File: config.mk
export PLATFORM = sky130hd
export DESIGN_NAME = pwm_accum
export DESIGN_NICKNAME = d
export VERILOG_FILES = /design/src/rtl/kyber_pkg.sv /design/src/rtl/mod_addsub_q.sv /design/src/rtl/pwm_accum.sv
export SDC_FILE = /design/constraint.sdc
export NUM_CORES = 2
export LEC_CHECK = 0
export BUFFER_PORTS_ARGS = -buffer_cell sky130_fd_sc_hd__buf_2
export CORE_AREA = 4 4 524 526
export CTS_CLUSTER_SIZE = 40
export DETAILED_ROUTE_END_ITERATION = 8
export DIE_AREA = 0 0 528 530
export PLACE_DENSITY = 0.7
export SLEW_MARGIN = 20
export SYNTH_ARGS = -nofsm -noshare
export SYNTH_HDL_FRONTEND = slang
export SYNTH_SLANG_ARGS = --single-unit
File: constraint.sdc
create_clock -name clk -period 17 [get_ports clk]
set_input_delay 0.85 -clock clk [delete_from_list [all_inputs] [get_ports clk]]
set_output_delay 0.85 -clock clk [all_outputs]
set_load 0.01 [all_outputs]
File: src/rtl/kyber_pkg.sv
// kyber_pkg: shared constants, FSM state type and input pre-reduction helper
// for the Kyber pointwise-multiply accumulator.
package kyber_pkg;

    localparam int unsigned KYBER_Q   = 3329;
    localparam int unsigned PWM_PAIRS = 128;
    localparam int unsigned COEFF_W   = 12;
    localparam int unsigned IDX_W     = $clog2(PWM_PAIRS);

    localparam logic [15:0]      Q_IN  = 16'(KYBER_Q);
    localparam logic [COEFF_W:0] Q_SUM = (COEFF_W + 1)'(KYBER_Q);

    typedef enum logic [1:0] {
        ST_IDLE,
        ST_ACC,
        ST_FLUSH
    } pwm_state_t;

    // Single conditional subtract; inputs up to 2q-1 land in [0, q-1].
    function automatic logic [COEFF_W-1:0] pre_reduce(input logic [15:0] x);
        logic [15:0] t;
        t = (x >= Q_IN) ? (x - Q_IN) : x;
        return COEFF_W'(t);
    endfunction

endpackage

File: src/rtl/mod_addsub_q.sv
// mod_addsub_q: one accumulator lane. Registers the pre-reduced product and
// the RAM operand, then combinationally forms the value to write back:
// clear -> x', add -> (acc + x') mod q, sub -> (acc - x') mod q.
module mod_addsub_q
    import kyber_pkg::*;
(
    input  logic               clk,
    input  logic               en,
    input  logic [15:0]        x,
    input  logic [COEFF_W-1:0] acc,
    input  logic               clear,
    input  logic               sub,
    output logic [COEFF_W-1:0] res
);

    logic [COEFF_W-1:0] x_red_q;
    logic [COEFF_W-1:0] acc_q;
    logic [COEFF_W:0]   sum;
    logic [COEFF_W:0]   diff;

    // Pipeline stage: capture reduced input alongside the word read from RAM.
    always_ff @(posedge clk) begin
        if (en) begin
            x_red_q <= pre_reduce(x);
            acc_q   <= acc;
        end
    end

    // Modular combine; both operands are already in [0, q-1].
    always_comb begin
        sum  = {1'b0, acc_q} + {1'b0, x_red_q};
        diff = {1'b0, acc_q} - {1'b0, x_red_q};
        if (clear) begin
            res = x_red_q;
        end else if (sub) begin
            res = (acc_q < x_red_q) ? COEFF_W'(diff + Q_SUM) : COEFF_W'(diff);
        end else begin
            res = (sum >= Q_SUM) ? COEFF_W'(sum - Q_SUM) : COEFF_W'(sum);
        end
    end

endmodule

File: src/rtl/pwm_accum.sv
// pwm_accum: accumulates 128 pairs of pointwise-multiply products into a
// 128 x 32-bit RAM, one pass per start pulse, with overwrite or add mode.
// Optional: define PWM_ACCUM_SUB_EN to add the 'sub' port (subtract mode).
module pwm_accum
    import kyber_pkg::*;
(
    input  logic        clk,
    input  logic        srst,
    input  logic        start,
    input  logic        clear_acc,
`ifdef PWM_ACCUM_SUB_EN
    input  logic        sub,
`endif
    input  logic        in_valid,
    input  logic [15:0] in_ra,
    input  logic [15:0] in_rb,
    output logic        busy,
    output logic        pass_done,
    input  logic        rd_en,
    input  logic [6:0]  rd_addr,
    output logic [31:0] rd_data,
    output logic        rd_valid
);

    localparam logic [IDX_W-1:0] IDX_LAST = IDX_W'(PWM_PAIRS - 1);
    localparam int unsigned      PAD_W    = 16 - COEFF_W;

    pwm_state_t         state;
    logic [IDX_W-1:0]   idx;
    logic               flush_cnt;
    logic               clr_q;
    logic               sub_q;
    logic               sub_in;
    logic               beat_fire;

    logic               s1_valid;
    logic [IDX_W-1:0]   s1_idx;
    logic [15:0]        s1_ra;
    logic [15:0]        s1_rb;
    logic [COEFF_W-1:0] ram_qa;
    logic [COEFF_W-1:0] ram_qb;
    logic               s2_valid;
    logic [IDX_W-1:0]   s2_idx;
    logic [COEFF_W-1:0] res_a;
    logic [COEFF_W-1:0] res_b;

    logic [COEFF_W-1:0] mem_a [PWM_PAIRS];
    logic [COEFF_W-1:0] mem_b [PWM_PAIRS];

`ifdef PWM_ACCUM_SUB_EN
    assign sub_in = sub;
`else
    assign sub_in = 1'b0;
`endif

    assign beat_fire = (state == ST_ACC) && in_valid;

    // Pass control: IDLE -> ACC on start, ACC -> FLUSH on 128th beat,
    // FLUSH holds two cycles so the last write lands before pass_done.
    always_ff @(posedge clk) begin
        if (srst) begin
            state     <= ST_IDLE;
            idx       <= '0;
            flush_cnt <= 1'b0;
            clr_q     <= 1'b0;
            sub_q     <= 1'b0;
            busy      <= 1'b0;
            pass_done <= 1'b0;
        end else begin
            pass_done <= 1'b0;
            case (state)
                ST_IDLE: begin
                    if (start) begin
                        state <= ST_ACC;
                        idx   <= '0;
                        clr_q <= clear_acc;
                        sub_q <= sub_in;
                        busy  <= 1'b1;
                    end
                end
                ST_ACC: begin
                    if (in_valid) begin
                        idx <= idx + 1'b1;
                        if (idx == IDX_LAST) begin
                            state     <= ST_FLUSH;
                            flush_cnt <= 1'b0;
                        end
                    end
                end
                ST_FLUSH: begin
                    if (flush_cnt) begin
                        state     <= ST_IDLE;
                        busy      <= 1'b0;
                        pass_done <= 1'b1;
                    end else begin
                        flush_cnt <= 1'b1;
                    end
                end
                default: state <= ST_IDLE;
            endcase
        end
    end

    // Beat pipeline valid/index/data tracking (stage 0 -> 1 -> 2).
    always_ff @(posedge clk) begin
        if (srst) begin
            s1_valid <= 1'b0;
            s2_valid <= 1'b0;
        end else begin
            s1_valid <= beat_fire;
            s2_valid <= s1_valid;
        end
        s2_idx <= s1_idx;
        if (beat_fire) begin
            s1_idx <= idx;
            s1_ra  <= in_ra;
            s1_rb  <= in_rb;
        end
    end

    // Accumulator RAM: read of idx at stage 0, write-back at stage 2.
    // Write is gated by srst so an aborted pass drops in-flight results.
    always_ff @(posedge clk) begin
        ram_qa <= mem_a[idx];
        ram_qb <= mem_b[idx];
        if (s2_valid && !srst) begin
            mem_a[s2_idx] <= res_a;
            mem_b[s2_idx] <= res_b;
        end
    end

    // Host read port, served only while idle; zero data otherwise.
    always_ff @(posedge clk) begin
        if (srst) begin
            rd_valid <= 1'b0;
            rd_data  <= '0;
        end else if (rd_en && (state == ST_IDLE)) begin
            rd_valid <= 1'b1;
            rd_data  <= {{PAD_W{1'b0}}, mem_a[rd_addr], {PAD_W{1'b0}}, mem_b[rd_addr]};
        end else begin
            rd_valid <= 1'b0;
            rd_data  <= '0;
        end
    end

    mod_addsub_q u_lane_r0 (
        .clk   (clk),
        .en    (s1_valid),
        .x     (s1_ra),
        .acc   (ram_qa),
        .clear (clr_q),
        .sub   (sub_q),
        .res   (res_a)
    );

    mod_addsub_q u_lane_r1 (
        .clk   (clk),
        .en    (s1_valid),
        .x     (s1_rb),
        .acc   (ram_qb),
        .clear (clr_q),
        .sub   (sub_q),
        .res   (res_b)
    );

endmodule

Word-level counts from Yosys, hierarchy flattened
Memories as Yosys holds them, arrays and structs flattened. A register that Yosys moved wholly into a read port is not among the register bits. Cells that the tools add are included.

Output and inout port bits: 35. Memory bits (writable): 3072. Memories kept: 2. Register bits after elaboration: 118.

Memories: mem_a (depth 128, bits a word 12, rd ports 2, clocked after Yosys merged registers in 2, wr ports 1, line pwm_accum.sv:47) `logic [COEFF_W-1:0] mem_a [PWM_PAIRS];`; mem_b (depth 128, bits a word 12, rd ports 2, clocked after Yosys merged registers in 2, wr ports 1, line pwm_accum.sv:48) `logic [COEFF_W-1:0] mem_b [PWM_PAIRS];`.

Add/subtract/negate cells: 7. Reductions and logical operators: 15. Bitwise gates (word level): 2. $lt $le $gt $ge: 4. Multiplexer cells: 24. Equality and inequality tests: 7.

Operator list (count): two-way mux 12 bit (6); subtractor 12 bit, second input constant (4); greater-or-equal comparator 16 x 12 -> 1 bit, second input constant (2); adder 12 x 12 -> 13 bit (2); greater-or-equal comparator 13 x 12 -> 1 bit, second input constant (2); two-way mux 7 bit (2); case mux 7 bit (2 select lines) (1); AND reduction 3 bit (3); two-way mux 1 bit (8); two-way mux 2 bit (4); adder 7 x 1 -> 7 bit, second input constant (1); equality test 7 bit, second input constant (1); inequality test 2 bit, second input constant (3); case mux 2 bit (3 select lines) (1); nonzero test 2 bit (3); case mux 1 bit (2 select lines) (2); AND reduction 4 bit (1); OR reduction 2 bit (2); logical AND 1 bit (3); equality test 2 x 1 -> 1 bit, second input constant (1); equality test 2 bit, second input constant (1); zero test 2 bit (1); inequality test 2 x 1 -> 1 bit, second input constant (1); inverter 1 bit (2); 2 further kinds (2).

Longest topological paths before layout
Depth after elaboration: 4. Depth in mapped cells: 12. Depth with buffers taken out: 11.

Cells and area by module
Synthesis repeated with hierarchy kept, for this count alone.

Cells, all modules: 7350. Area, all modules: 150414.3 um^2.

By module, submodules not included: pwm_accum (instances 1, area each 144233.3 um^2, cells an instance 6631); mod_addsub_q (u_lane_r1) (instances 1, area each 3093.0 um^2, cells an instance 361); mod_addsub_q (u_lane_r0) (instances 1, area each 3088.0 um^2, cells an instance 358).

Worst setup path before layout
Ideal clock, no wire load.

Path type: register to register. Start point: reg u_lane_r0.x_red_q[0]. End point: mem mem_a[0][8] (data pin). Setup time: 1230 ps. Arrival time: 7904 ps. Clock period less this slack: 9134 ps. Data required time: 15770 ps. Cell stages (with the launch flop): 12. Path slack: 7866 ps. Cells stage by stage: edfxtp_1 -> ha_1 -> fa_1 -> xnor2_1 -> o221ai_1 -> nor3_1 -> a31oi_1 -> a21o_1 -> a21oi_2 -> buf_2 -> nor3_1 -> a211oi_1.

Word-level cells in the longest chain between the ends: 4. Elaborated cells on any way between the ends: 5.

Ends and longest elaborated chain: start, declared (line mod_addsub_q.sv:16) `logic [COEFF_W-1:0] x_red_q;`; start signal, assigned (line mod_addsub_q.sv:24) `x_red_q <= pre_reduce(x);`; adder 12 x 12 -> 13 bit * (line mod_addsub_q.sv:31) `sum = {1'b0, acc_q} + {1'b0, x_red_q};`; subtractor 12 bit / greater-or-equal comparator 13 x 12 -> 1 bit (equally long branches) (line mod_addsub_q.sv:38) `res = (sum >= Q_SUM) ? COEFF_W'(sum - Q_SUM) : COEFF_W'(sum);`; two-way mux 12 bit * (line mod_addsub_q.sv:38); two-way mux 12 bit * (line mod_addsub_q.sv:33) `if (clear) begin`; net res_a[8] (line pwm_accum.sv:44) `logic [COEFF_W-1:0] res_a;`; end, declared (line pwm_accum.sv:47).

Mark *: on every way through the listed nets, which the timed path passes. The rest lies on a longest branch.

==> results.md <==
- Worst Hold Class: in2reg
- Average size of a mapped cell: 23.1 µm²
- Synthesized instance count: 6,413
- Most frequent cells in the layout: 3,159 x edfxtp_1, 2,013 x mux4_2, 343 x clkbuf_16
- CTS Buf Count: 337
- CTS Sinks: 3,230
- DRT iter0 DRCs: 12,500
- Final Slew Violations: 0
- Setup crit start kind: register
- Number of global-route vias before repair: 79,300
- Worst path arrival time: 7.19 ns
- Max Root-Sink Buffers: 4
- Total Routing Usage GR: 0.332
- Pwr Density: 107 nW/µm²
- Die X: 528 µm
- Distinct cell type count after synthesis: 76
- Final HPWL DP: 259,000 µm
- Nets@finish: 6,659
- Commonest non-fill, non-tap cell in the layout: edfxtp_1
- Routed vias/inst: 7.58
- Ratio of cells with drive above 1 in the final layout: 0.439
- Synthesis-to-layout area growth: 11.4%
- Final setup vio count: 0
- MaxCap Viol Count: 0
- Fin crit share: 0.376
- Ys Warns: 0
- CP Max Fanout: 136
- Vert. Die Dim: 530 µm
- Final setup skew: 0.102 ns
- First-pass GRT wire length: 636,000 µm
- Shortest period the worst path allows: 6.39 ns
- CTS tree: built
- Die ar.: 280,000 µm²
- Grt total ovfl: 0
- Routed len/inst: 44.2 µm
- RSZ-0062 raised after global routing: no
- Clock-pin slew on the worst setup and hold paths: 0.06 ns
- Cts repair resizes: 0
- Routed WL: 461,000 µm
- Clk root buf: clkbuf_16
- Worst setup path startpoint: idx[1]
- Outcome: completed
- Most used flip-flop cell after synthesis: edfxtp_1
- Cell Area, Placed: 154,000 µm²
- Utilization after layout: 0.611
- Worst Tran Pin Value: 1.19 ns
- Clk_lat worst skew: 0.94 ns
- First-pass iteration count of the detailed router: 5
- Leakage: 49.1 nW
- Placer Congestion: 0.831
- IO Port Bufs: 71
- Reg2reg start: idx[1]
- Remaining antenna violation count: 0
- Area of the mapped netlist: 148,000 µm²
- # H-tree levels: 5
- Worst setup path class: reg2reg
- Final Cell Area: 165,000 µm²
- Share of the yosys chip area belonging to registers: 0.651
- Max_slew headroom: 0.205
- Post-CTS setup buffers: 0
- Async S/R FF share, synth: 0
- CP Capture Point: ram_qa[0]
- Post-synth EDFFs: 3,159
- Crit path capture type: register
- Post-CTS Hold Buffers: 0
- Core area: 270,000 µm²
- Starting density of the core: 0.548
- Via count: 79,100
- Peak VDD IR: 0.0681 mV
- Reg2reg end: ram_qa[0]
- Largest net degree at the start of global routing: 137
- Row count: 191
- Yosys reg bits: 3,230
- Flop-to-flop setup slack: 10.61 ns
- F_max: 156 MHz
- Number of antenna violations at the first check in global routing: 38
- Setup TNS: 0 ns
- IO Pins: 80
- Hold Fails Final Rpt: 0
- DRC Markers: 0
- Worst Reg2Reg Path Length in Cells: 8
- Req. time, crit path: 17.80 ns
==> metal layers <==
layer	up-vias	track usage	routed length, µm
met2	5994	0.498	212000
met4	18	0.183	30800
met1	42800	0.446	155000
met3	1089	0.0955	62700
li1	29200	-	-
met5	-	0	119
==> cells in the mapped netlist (3+ instances only) <==
library cell | count | area [µm²]
nor2_1 | 199 | 747
nand4_1 | 8 | 50.1
nor4_1 | 5 | 31.3
a221oi_1 | 3 | 26.3
a21o_1 | 9 | 67.6
buf_2 | 144 | 721
and2_1 | 5 | 31.3
nor2b_1 | 12 | 75.1
and3_1 | 3 | 18.8
mux2i_1 | 29 | 290
a211oi_1 | 7 | 52.6
inv_1 | 27 | 101
mux4_2 | 2013 | 45300
nand2_1 | 61 | 229
o21ai_0 | 27 | 135
a21oi_1 | 33 | 165
dfxtp_1 | 71 | 1420
nand3_1 | 17 | 85.1
edfxtp_1 | 3159 | 94900
xnor2_1 | 26 | 228
or3_1 | 16 | 100
buf_4 | 8 | 60.1
buf_1 | 46 | 173
ha_1 | 33 | 413
nand2b_1 | 10 | 62.6
o21a_1 | 6 | 45.0
buf_6 | 5 | 56.3
o21ai_1 | 4 | 20.0
xor2_1 | 22 | 193
nor3_1 | 17 | 85.1
a21oi_2 | 3 | 26.3
o211ai_1 | 4 | 30.0
clkbuf_1 | 288 | 1080
a31oi_1 | 12 | 75.1
mux2_2 | 27 | 304
==> sequential cells by signal, indices dropped and copies added, names as in the netlist, 2 cells and up <==
name / cells
u_lane_r0.acc_q: 12
rd_data: 24
u_lane_r1.acc_q: 12
u_lane_r0.x_red_q: 12
mem_a: 1536
mem_b: 1536
state: 2
s1_rb: 16
ram_qb: 12
ram_qa: 12
s1_ra: 16
s2_idx: 7
s1_idx: 7
idx: 7
u_lane_r1.x_red_q: 12
==> stage by stage <==
step | power, mW | setup WS [ns] | hold slack, ns | std cells
floorplan | 10.1 | 7.87 | 0.323 | 6420
finish | 17.7 | 10.61 | 0.145 | 10400
global placement | 10.5 | 10.24 | 0.324 | 9807
CTS | 17.7 | 10.74 | 0.111 | 10400
detailed placement | 10.5 | 10.26 | 0.331 | 9807
global route | 18.2 | 10.55 | 0.116 | 10400
==> worst max-delay path, stage by stage, from the launching register on <==
cell,delay [ns]
dfxtp_4,0.87
buf_12,0.71
buf_4,0.87
buf_4,0.94
buf_4,0.79
mux4_2,0.42
mux4_2,0.52
mux4_2,0.48
mux2_2,0.27
==> logic make-up (layout without fill, tap and decap cells) <==
logic type / after synthesis / count (layout) / share of synthesized area
other: 1 / 27 / 0.0000253
multiplexers: 2069 / 2069 / 0.310
AND/OR/NAND/NOR: 369 / 369 / 0.0112
buffers and inverters: 518 / 946 / 0.0148
flip-flops: 3230 / 3230 / 0.651
AO/OA/AOI/OAI: 143 / 143 / 0.00697
adder cells (fa/ha/maj): 35 / 35 / 0.00306
XOR/XNOR: 48 / 48 / 0.00284
==> worst min path at each step <==
stage,slack (ns),endpoint,start,depth (start not counted)
global route,0.12,s1_ra[4],in_ra[4],1
floorplan,0.32,s2_idx[0],s1_idx[0],0
finish,0.14,s1_rb[7],in_rb[7],1
global placement,0.32,s2_idx[3],s1_idx[3],0
detailed placement,0.33,s2_idx[5],s1_idx[5],0
CTS,0.11,s1_ra[4],in_ra[4],1
==> report_power, final <==
part,switching [mW],total [mW],internal [mW]
Sequential,0.0224,9.00,8.98
Clock,3.09,7.30,4.21
Combinational,0.890,1.40,0.507
Total,4.00,17.7,13.7
==> final cells by class <==
cell class | instances | area [µm²]
Fill cell | 18200 | 105000
Sequential cell | 3230 | 96300
Multi-Input combinational cell | 2672 | 50800
Clock buffer | 445 | 9140
Tap cell | 3570 | 4470
Timing Repair Buffer | 311 | 2420
Clock inverter | 163 | 1630
Inverter | 27 | 101
Antenna cell | 19 | 47.5
Power figures use the tool's default switching activity.
